`config.mk`:
```
export PLATFORM = sky130hd
export DESIGN_NAME = scr_base_l3_bk_tp_arb
export DESIGN_NICKNAME = d
export VERILOG_FILES = /design/src/rtl/scr_base_l3_bk_pkg.sv /design/src/rtl/scr_base_l3_bk_tp_arb_pri.sv /design/src/rtl/scr_base_l3_bk_tp_arb.sv
export SDC_FILE = /design/constraint.sdc
export NUM_CORES = 1
export LEC_CHECK = 0
export ABC_CLOCK_PERIOD_IN_PS = 3750
export BUFFER_PORTS_ARGS = -buffer_cell sky130_fd_sc_hd__buf_4
export CAP_MARGIN = 20
export CORE_MARGIN = 2
export CORE_UTILIZATION = 43
export DETAILED_ROUTE_END_ITERATION = 12
export PLACE_DENSITY = 0.81
export REMOVE_ABC_BUFFERS = 1
export SYNTH_ARGS = -nofsm -noshare
export SYNTH_HDL_FRONTEND = slang
export SYNTH_SLANG_ARGS = --single-unit
```
`constraint.sdc`:
```
create_clock -name clk -period 3.75 [get_ports clk]
set_input_delay 0.1875 -clock clk [delete_from_list [all_inputs] [get_ports clk]]
set_output_delay 0.1875 -clock clk [all_outputs]
set_load 0.02 [all_outputs]
```
`src/rtl/scr_base_l3_bk_pkg.sv`:
```
// Shared definitions for the L3 bank tag-pipe front end: source encoding and opcode width.
package scr_base_l3_bk_pkg;

    localparam int unsigned OP_W    = 4;
    localparam int unsigned NUM_SRC = 3;

    typedef enum logic [1:0] {
        SrcCore = 2'd0,
        SrcSnp  = 2'd1,
        SrcRef  = 2'd2
    } src_e;

    // Grant vectors are indexed by src_e; an empty grant maps to SrcCore.
    function automatic src_e gnt_to_src(input logic [NUM_SRC-1:0] gnt);
        if (gnt[SrcRef]) begin
            return SrcRef;
        end else if (gnt[SrcSnp]) begin
            return SrcSnp;
        end
        return SrcCore;
    endfunction

endpackage

```
`src/rtl/scr_base_l3_bk_tp_arb_pri.sv`:
```
// Fixed-priority select (refill > snoop > core) with a core override for starvation relief.
module scr_base_l3_bk_tp_arb_pri
    import scr_base_l3_bk_pkg::*;
(
    input  logic               ref_vd,
    input  logic               snp_vd,
    input  logic               core_vd,
    input  logic               override,
    output logic [NUM_SRC-1:0] gnt
);

    always_comb begin
        gnt = '0;
        if (override && core_vd) begin
            gnt[SrcCore] = 1'b1;
        end else if (ref_vd) begin
            gnt[SrcRef] = 1'b1;
        end else if (snp_vd) begin
            gnt[SrcSnp] = 1'b1;
        end else if (core_vd) begin
            gnt[SrcCore] = 1'b1;
        end
    end

endmodule

```
`src/rtl/scr_base_l3_bk_tp_arb.sv`:
```
// Tag-pipe D0 arbiter: picks one of refill/snoop/core per cycle into a single output register,
// with a saturating starvation counter that lifts the core to top priority.
module scr_base_l3_bk_tp_arb
    import scr_base_l3_bk_pkg::*;
#(
    parameter int unsigned ADDR_W     = 40,
    parameter int unsigned ID_W       = 8,
    parameter int unsigned STARVE_LIM = 7
) (
    input  logic              clk,
    input  logic              rst,

    input  logic              ref_vd,
    output logic              ref_rdy,
    input  logic [ADDR_W-1:0] ref_addr,
    input  logic [OP_W-1:0]   ref_op,
    input  logic [ID_W-1:0]   ref_id,

    input  logic              snp_vd,
    output logic              snp_rdy,
    input  logic [ADDR_W-1:0] snp_addr,
    input  logic [OP_W-1:0]   snp_op,
    input  logic [ID_W-1:0]   snp_id,

    input  logic              core_vd,
    output logic              core_rdy,
    input  logic [ADDR_W-1:0] core_addr,
    input  logic [OP_W-1:0]   core_op,
    input  logic [ID_W-1:0]   core_id,

    output logic              d0_vd,
    input  logic              d0_rdy,
    output logic [ADDR_W-1:0] d0_addr,
    output logic [OP_W-1:0]   d0_op,
    output logic [ID_W-1:0]   d0_id,
    output logic [1:0]        d0_src
);

    localparam int unsigned CntW = (STARVE_LIM < 2) ? 1 : $clog2(STARVE_LIM + 1);
    localparam logic [CntW-1:0] CntLim = CntW'(STARVE_LIM);

    logic               d0_vd_q,   d0_vd_d;
    src_e               d0_src_q,  d0_src_d;
    logic [CntW-1:0]    cnt_q,     cnt_d;
    logic [ADDR_W-1:0]  d0_addr_q, d0_addr_d;
    logic [OP_W-1:0]    d0_op_q,   d0_op_d;
    logic [ID_W-1:0]    d0_id_q,   d0_id_d;

    logic               load;
    logic               override;
    logic               any_gnt;
    logic [NUM_SRC-1:0] gnt;

    assign load     = !d0_vd_q || d0_rdy;
    assign override = (cnt_q == CntLim);
    assign any_gnt  = |gnt;

    scr_base_l3_bk_tp_arb_pri u_pri (
        .ref_vd   (ref_vd),
        .snp_vd   (snp_vd),
        .core_vd  (core_vd),
        .override (override),
        .gnt      (gnt)
    );

    // Ready is combinational on valid so sources never wait for ready before asserting valid.
    assign ref_rdy  = !rst && load && gnt[SrcRef];
    assign snp_rdy  = !rst && load && gnt[SrcSnp];
    assign core_rdy = !rst && load && gnt[SrcCore];

    always_comb begin
        d0_vd_d   = d0_vd_q;
        d0_src_d  = d0_src_q;
        d0_addr_d = d0_addr_q;
        d0_op_d   = d0_op_q;
        d0_id_d   = d0_id_q;
        cnt_d     = cnt_q;

        if (load) begin
            d0_vd_d = any_gnt;
            if (any_gnt) begin
                d0_src_d = gnt_to_src(gnt);
                if (gnt[SrcRef]) begin
                    d0_addr_d = ref_addr;
                    d0_op_d   = ref_op;
                    d0_id_d   = ref_id;
                end else if (gnt[SrcSnp]) begin
                    d0_addr_d = snp_addr;
                    d0_op_d   = snp_op;
                    d0_id_d   = snp_id;
                end else begin
                    d0_addr_d = core_addr;
                    d0_op_d   = core_op;
                    d0_id_d   = core_id;
                end
            end
        end

        // An idle core clears its debt even while D0 is stalled.
        if (!core_vd) begin
            cnt_d = '0;
        end else if (load) begin
            if (gnt[SrcCore]) begin
                cnt_d = '0;
            end else if (!override) begin
                cnt_d = cnt_q + 1'b1;
            end
        end
    end

    always_ff @(posedge clk or posedge rst) begin
        if (rst) begin
            d0_vd_q  <= 1'b0;
            d0_src_q <= SrcCore;
            cnt_q    <= '0;
        end else begin
            d0_vd_q  <= d0_vd_d;
            d0_src_q <= d0_src_d;
            cnt_q    <= cnt_d;
        end
    end

    always_ff @(posedge clk) begin
        d0_addr_q <= d0_addr_d;
        d0_op_q   <= d0_op_d;
        d0_id_q   <= d0_id_d;
    end

    assign d0_vd   = d0_vd_q;
    assign d0_src  = d0_src_q;
    assign d0_addr = d0_addr_q;
    assign d0_op   = d0_op_q;
    assign d0_id   = d0_id_q;

endmodule

```
==> out/metrics.csv <==
stage,metric,value,unit
detailed_routing,viasPerCell,4.78,
synth,synth_top_family_by_area,compound AO/OA/AOI/OAI gates,
floorplan,die_area,8680,sq um
worst_setup_path,path_cells,nor2b_1 -> nor2_4 -> buf_4,
placed_design,dp_hpwl,6.67,mm
hold_path,hp-class,in2reg,
floorplan,die_h,93.1,um
global_routing,grt.total_usage,19.6,%
worst_setup_path,critPathBufInv,1,
detailed_routing,drtAntennaViolNets,0,
layout,drive_gt1_share,68.5,%
worst_setup_path,cp_top_family,simple AND/OR/NAND/NOR gates,
synth,syn_inst,261,
floorplan,die-width,93.1,um
placed_design,dpl-instance-area,5020,sq um
synth,yosys_warnings,0,
cts,cts_root_buffer,clkbuf_8,
timing,hold_violations,0,
timing,slew_viol_final,0,
cts,cts.sink_count,58,
floorplan,core,7730,sq um
timing,tightest_slew,920,ps
placed_design,gp_congestion,0.804,
floorplan,ioPinCount,220,
synth,synth_area,3420,sq um
layout,layout_common_cells,"223 x buf_4, 52 x mux2i_1, 52 x o21ai_2, 52 x edfxtp_1, 42 x nand2_2",
floorplan,rows,32,
worst_setup_path,cp_data_arrival_time,2030,ps
layout,n_antenna_cell,0,
layout,area_growth_syn_to_layout,51.5,%
worst_setup_path,end_kind,register,
synth,synth_mux_area_share,15.2,%
worst_setup_path,critPathLaunchType,register,
global_routing,grt_first_pass_wirelength,12.9,mm
timing,fin_crit,2040,ps
layout,nets,642,
timing,finalSetupTns,0,ps
synth,ys_types,25,
synth,syn_avg_cell_area,13.1,sq um
worst_setup_path,slowest_delay,610,ps
cts,cts.reportedPaths.clkPinSlew,60,ps
detailed_routing,num_vias,2794,
cts,ctsResizeCount,0,
worst_setup_path,crit_required,3740,ps
power_and_ir_drop,pwr_density_cell,334,nW/um^2
worst_setup_path,cp_slowest_cell,nor2_4,
cts,ctsHtreeMaxLevel,3,
timing,relSlewSlack,38.7,%
global_routing,grt_max_degree,58,
cts,postCtsSetupRepairBufs,0,
global_routing,grt_overflow_total,0,
power_and_ir_drop,ir_drop,0.000146,V
synth,synth-compound-area-share,15.7,%
synth,ys_seq_elements,58,
synth,synthAdderAreaFrac,0.732,%
placed_design,pre_cts_ws,1680,ps
flow_run,drv_cap,0,
cts,cts_buffers,9,
detailed_routing,drtIter0Drc,93,
layout,layout_commonest_cell,buf_4,
layout,design_area,5180,sq um
cts,cts_max_path_buffers,2,
cts,cts_tree,built,
detailed_routing,drc,0,
timing,fmax,489,MHz
power_and_ir_drop,leakage,2.37,nW
timing,post-route-period-util,54.5,%
synth,yosysSeqAreaShare,50.1,%
placed_design,io_buffers,219,
synth,synth_simple_gate_area_share,11.4,%
timing,rsz0062_at_grt,false,
cts,clock_latency,320,ps
timing,final-setup-viol-count,0,
synth,synth_xor_area_share,0,%
worst_setup_path,rrSetupSlack,1710,ps
timing,setup_slack,1710,ps
worst_setup_path,critical_path.max_fanout,27,
global_routing,grt_pass1_vias,2720,
global_routing,grt_antenna_before_repair,0,
detailed_routing,firstDrtPassIters,4,
timing,finClkSkew,8.72,ps
detailed_routing,post_drt_wl_per_cell,14.5,um
detailed_routing,drt-total-wl,8.50,mm
floorplan,initial_core_util,44.2,%
run_status,status,finished clean,
worst_setup_path,critPathKind,reg2reg,
[final cells by class]
type,instances,area (sq um)
Multi-Input combinational cell,183,1480
Sequential cell,58,1710
Timing Repair Buffer,225,1700
Clock inverter,1,5.00
Fill cell,617,2550
Tap cell,102,128
Clock buffer,15,146
Inverter,1,3.75
[synth_stat cells, drive strengths merged]
cell | n | share of area [%]
nand2 | 56 | 9.2
o21ai | 55 | 14
edfxtp | 52 | 46
mux2i | 52 | 15
buf | 19 | 6.7
dfrtp | 6 | 4.4
nor2 | 4 | 0.44
a32o | 3 | 0.88
nand3 | 3 | 0.44
ha | 2 | 0.73
nor3 | 2 | 0.44
and3 | 1 | 0.18
inv | 1 | 0.11
nand2b | 1 | 0.18
nand4b | 1 | 0.26
nor2b | 1 | 0.18
o21ba | 1 | 0.29
o2bb2ai | 1 | 0.81
[timing repair]
action                     CTS  global route
hold buffers                 1             0
setup endpoints to repair    0             0
hold endpoints to repair     6             0
[per-layer routing]
layer / global-route usage [%] / routed length (um) / vias to the layer above
li1: - / - / 1398
met1: 21.6 / 3060 / 1251
met2: 34.4 / 4490 / 129
met3: 5.80 / 717 / 16
met4: 9.68 / 222 / 0
met5: 0 / 0 / -
[where the power goes]
part           switching, W  internal (W)
logic              0.000231      0.000244
clock network      0.000219      0.000240
registers         0.0000163      0.000777
[worst paths after layout]
check / cells after the start / endpoint / from
setup / recovery: 3 / d0_addr[28]$_DFFE_PP_ / d0_vd$_DFFE_PP0N_
hold / removal: 3 / d0_addr[14]$_DFFE_PP_ / core_addr[14]
setup reg to reg: 3 / d0_addr[28]$_DFFE_PP_ / d0_vd$_DFFE_PP0N_
hold reg to reg: 2 / d0_src[0]$_DFFE_PP0P_ / d0_src[0]$_DFFE_PP0P_
max in group asynchronous: 3 / d0_src[1]$_DFFE_PP0P_ / rst
min in group asynchronous: 3 / d0_vd$_DFFE_PP0N_ / rst
[sequential cells by signal (all words and copies together) (netlist names)]
register  cells
d0_addr      40
d0_id         8
d0_op         4
cnt_q         3
d0_src        2
d0_vd         1
[cells by family (layout without fill, tap and decap cells)]
| group | Yosys count | after routing |
|---|---|---|
| simple gates | 69 | 69 |
| mux | 52 | 52 |
| flops | 58 | 58 |
| fa+ha+maj | 2 | 2 |
| compound gates | 60 | 60 |
| buf+inv | 20 | 242 |
[per-stage QoR]
step / hold WS [ps] / total power (W) / std cells / utilization [%]
global placement: 141 / 0.00127 / 568 / 64.9
CTS: 107 / 0.00175 / 585 / 67.0
global route: 110 / 0.00181 / 585 / 67.0
floorplan: -13.0 / 0.00102 / 242 / -
finish: 121 / 0.00173 / 585 / 67.0
detailed placement: 145 / 0.00129 / 568 / 64.9
[worst register-to-register path, stage by stage, from the launching register on]
cell and delay, ps:
dfrtp_1 390, nor2b_1 220, nor2_4 610, buf_4 480
(Power assumes the default switching activity.)
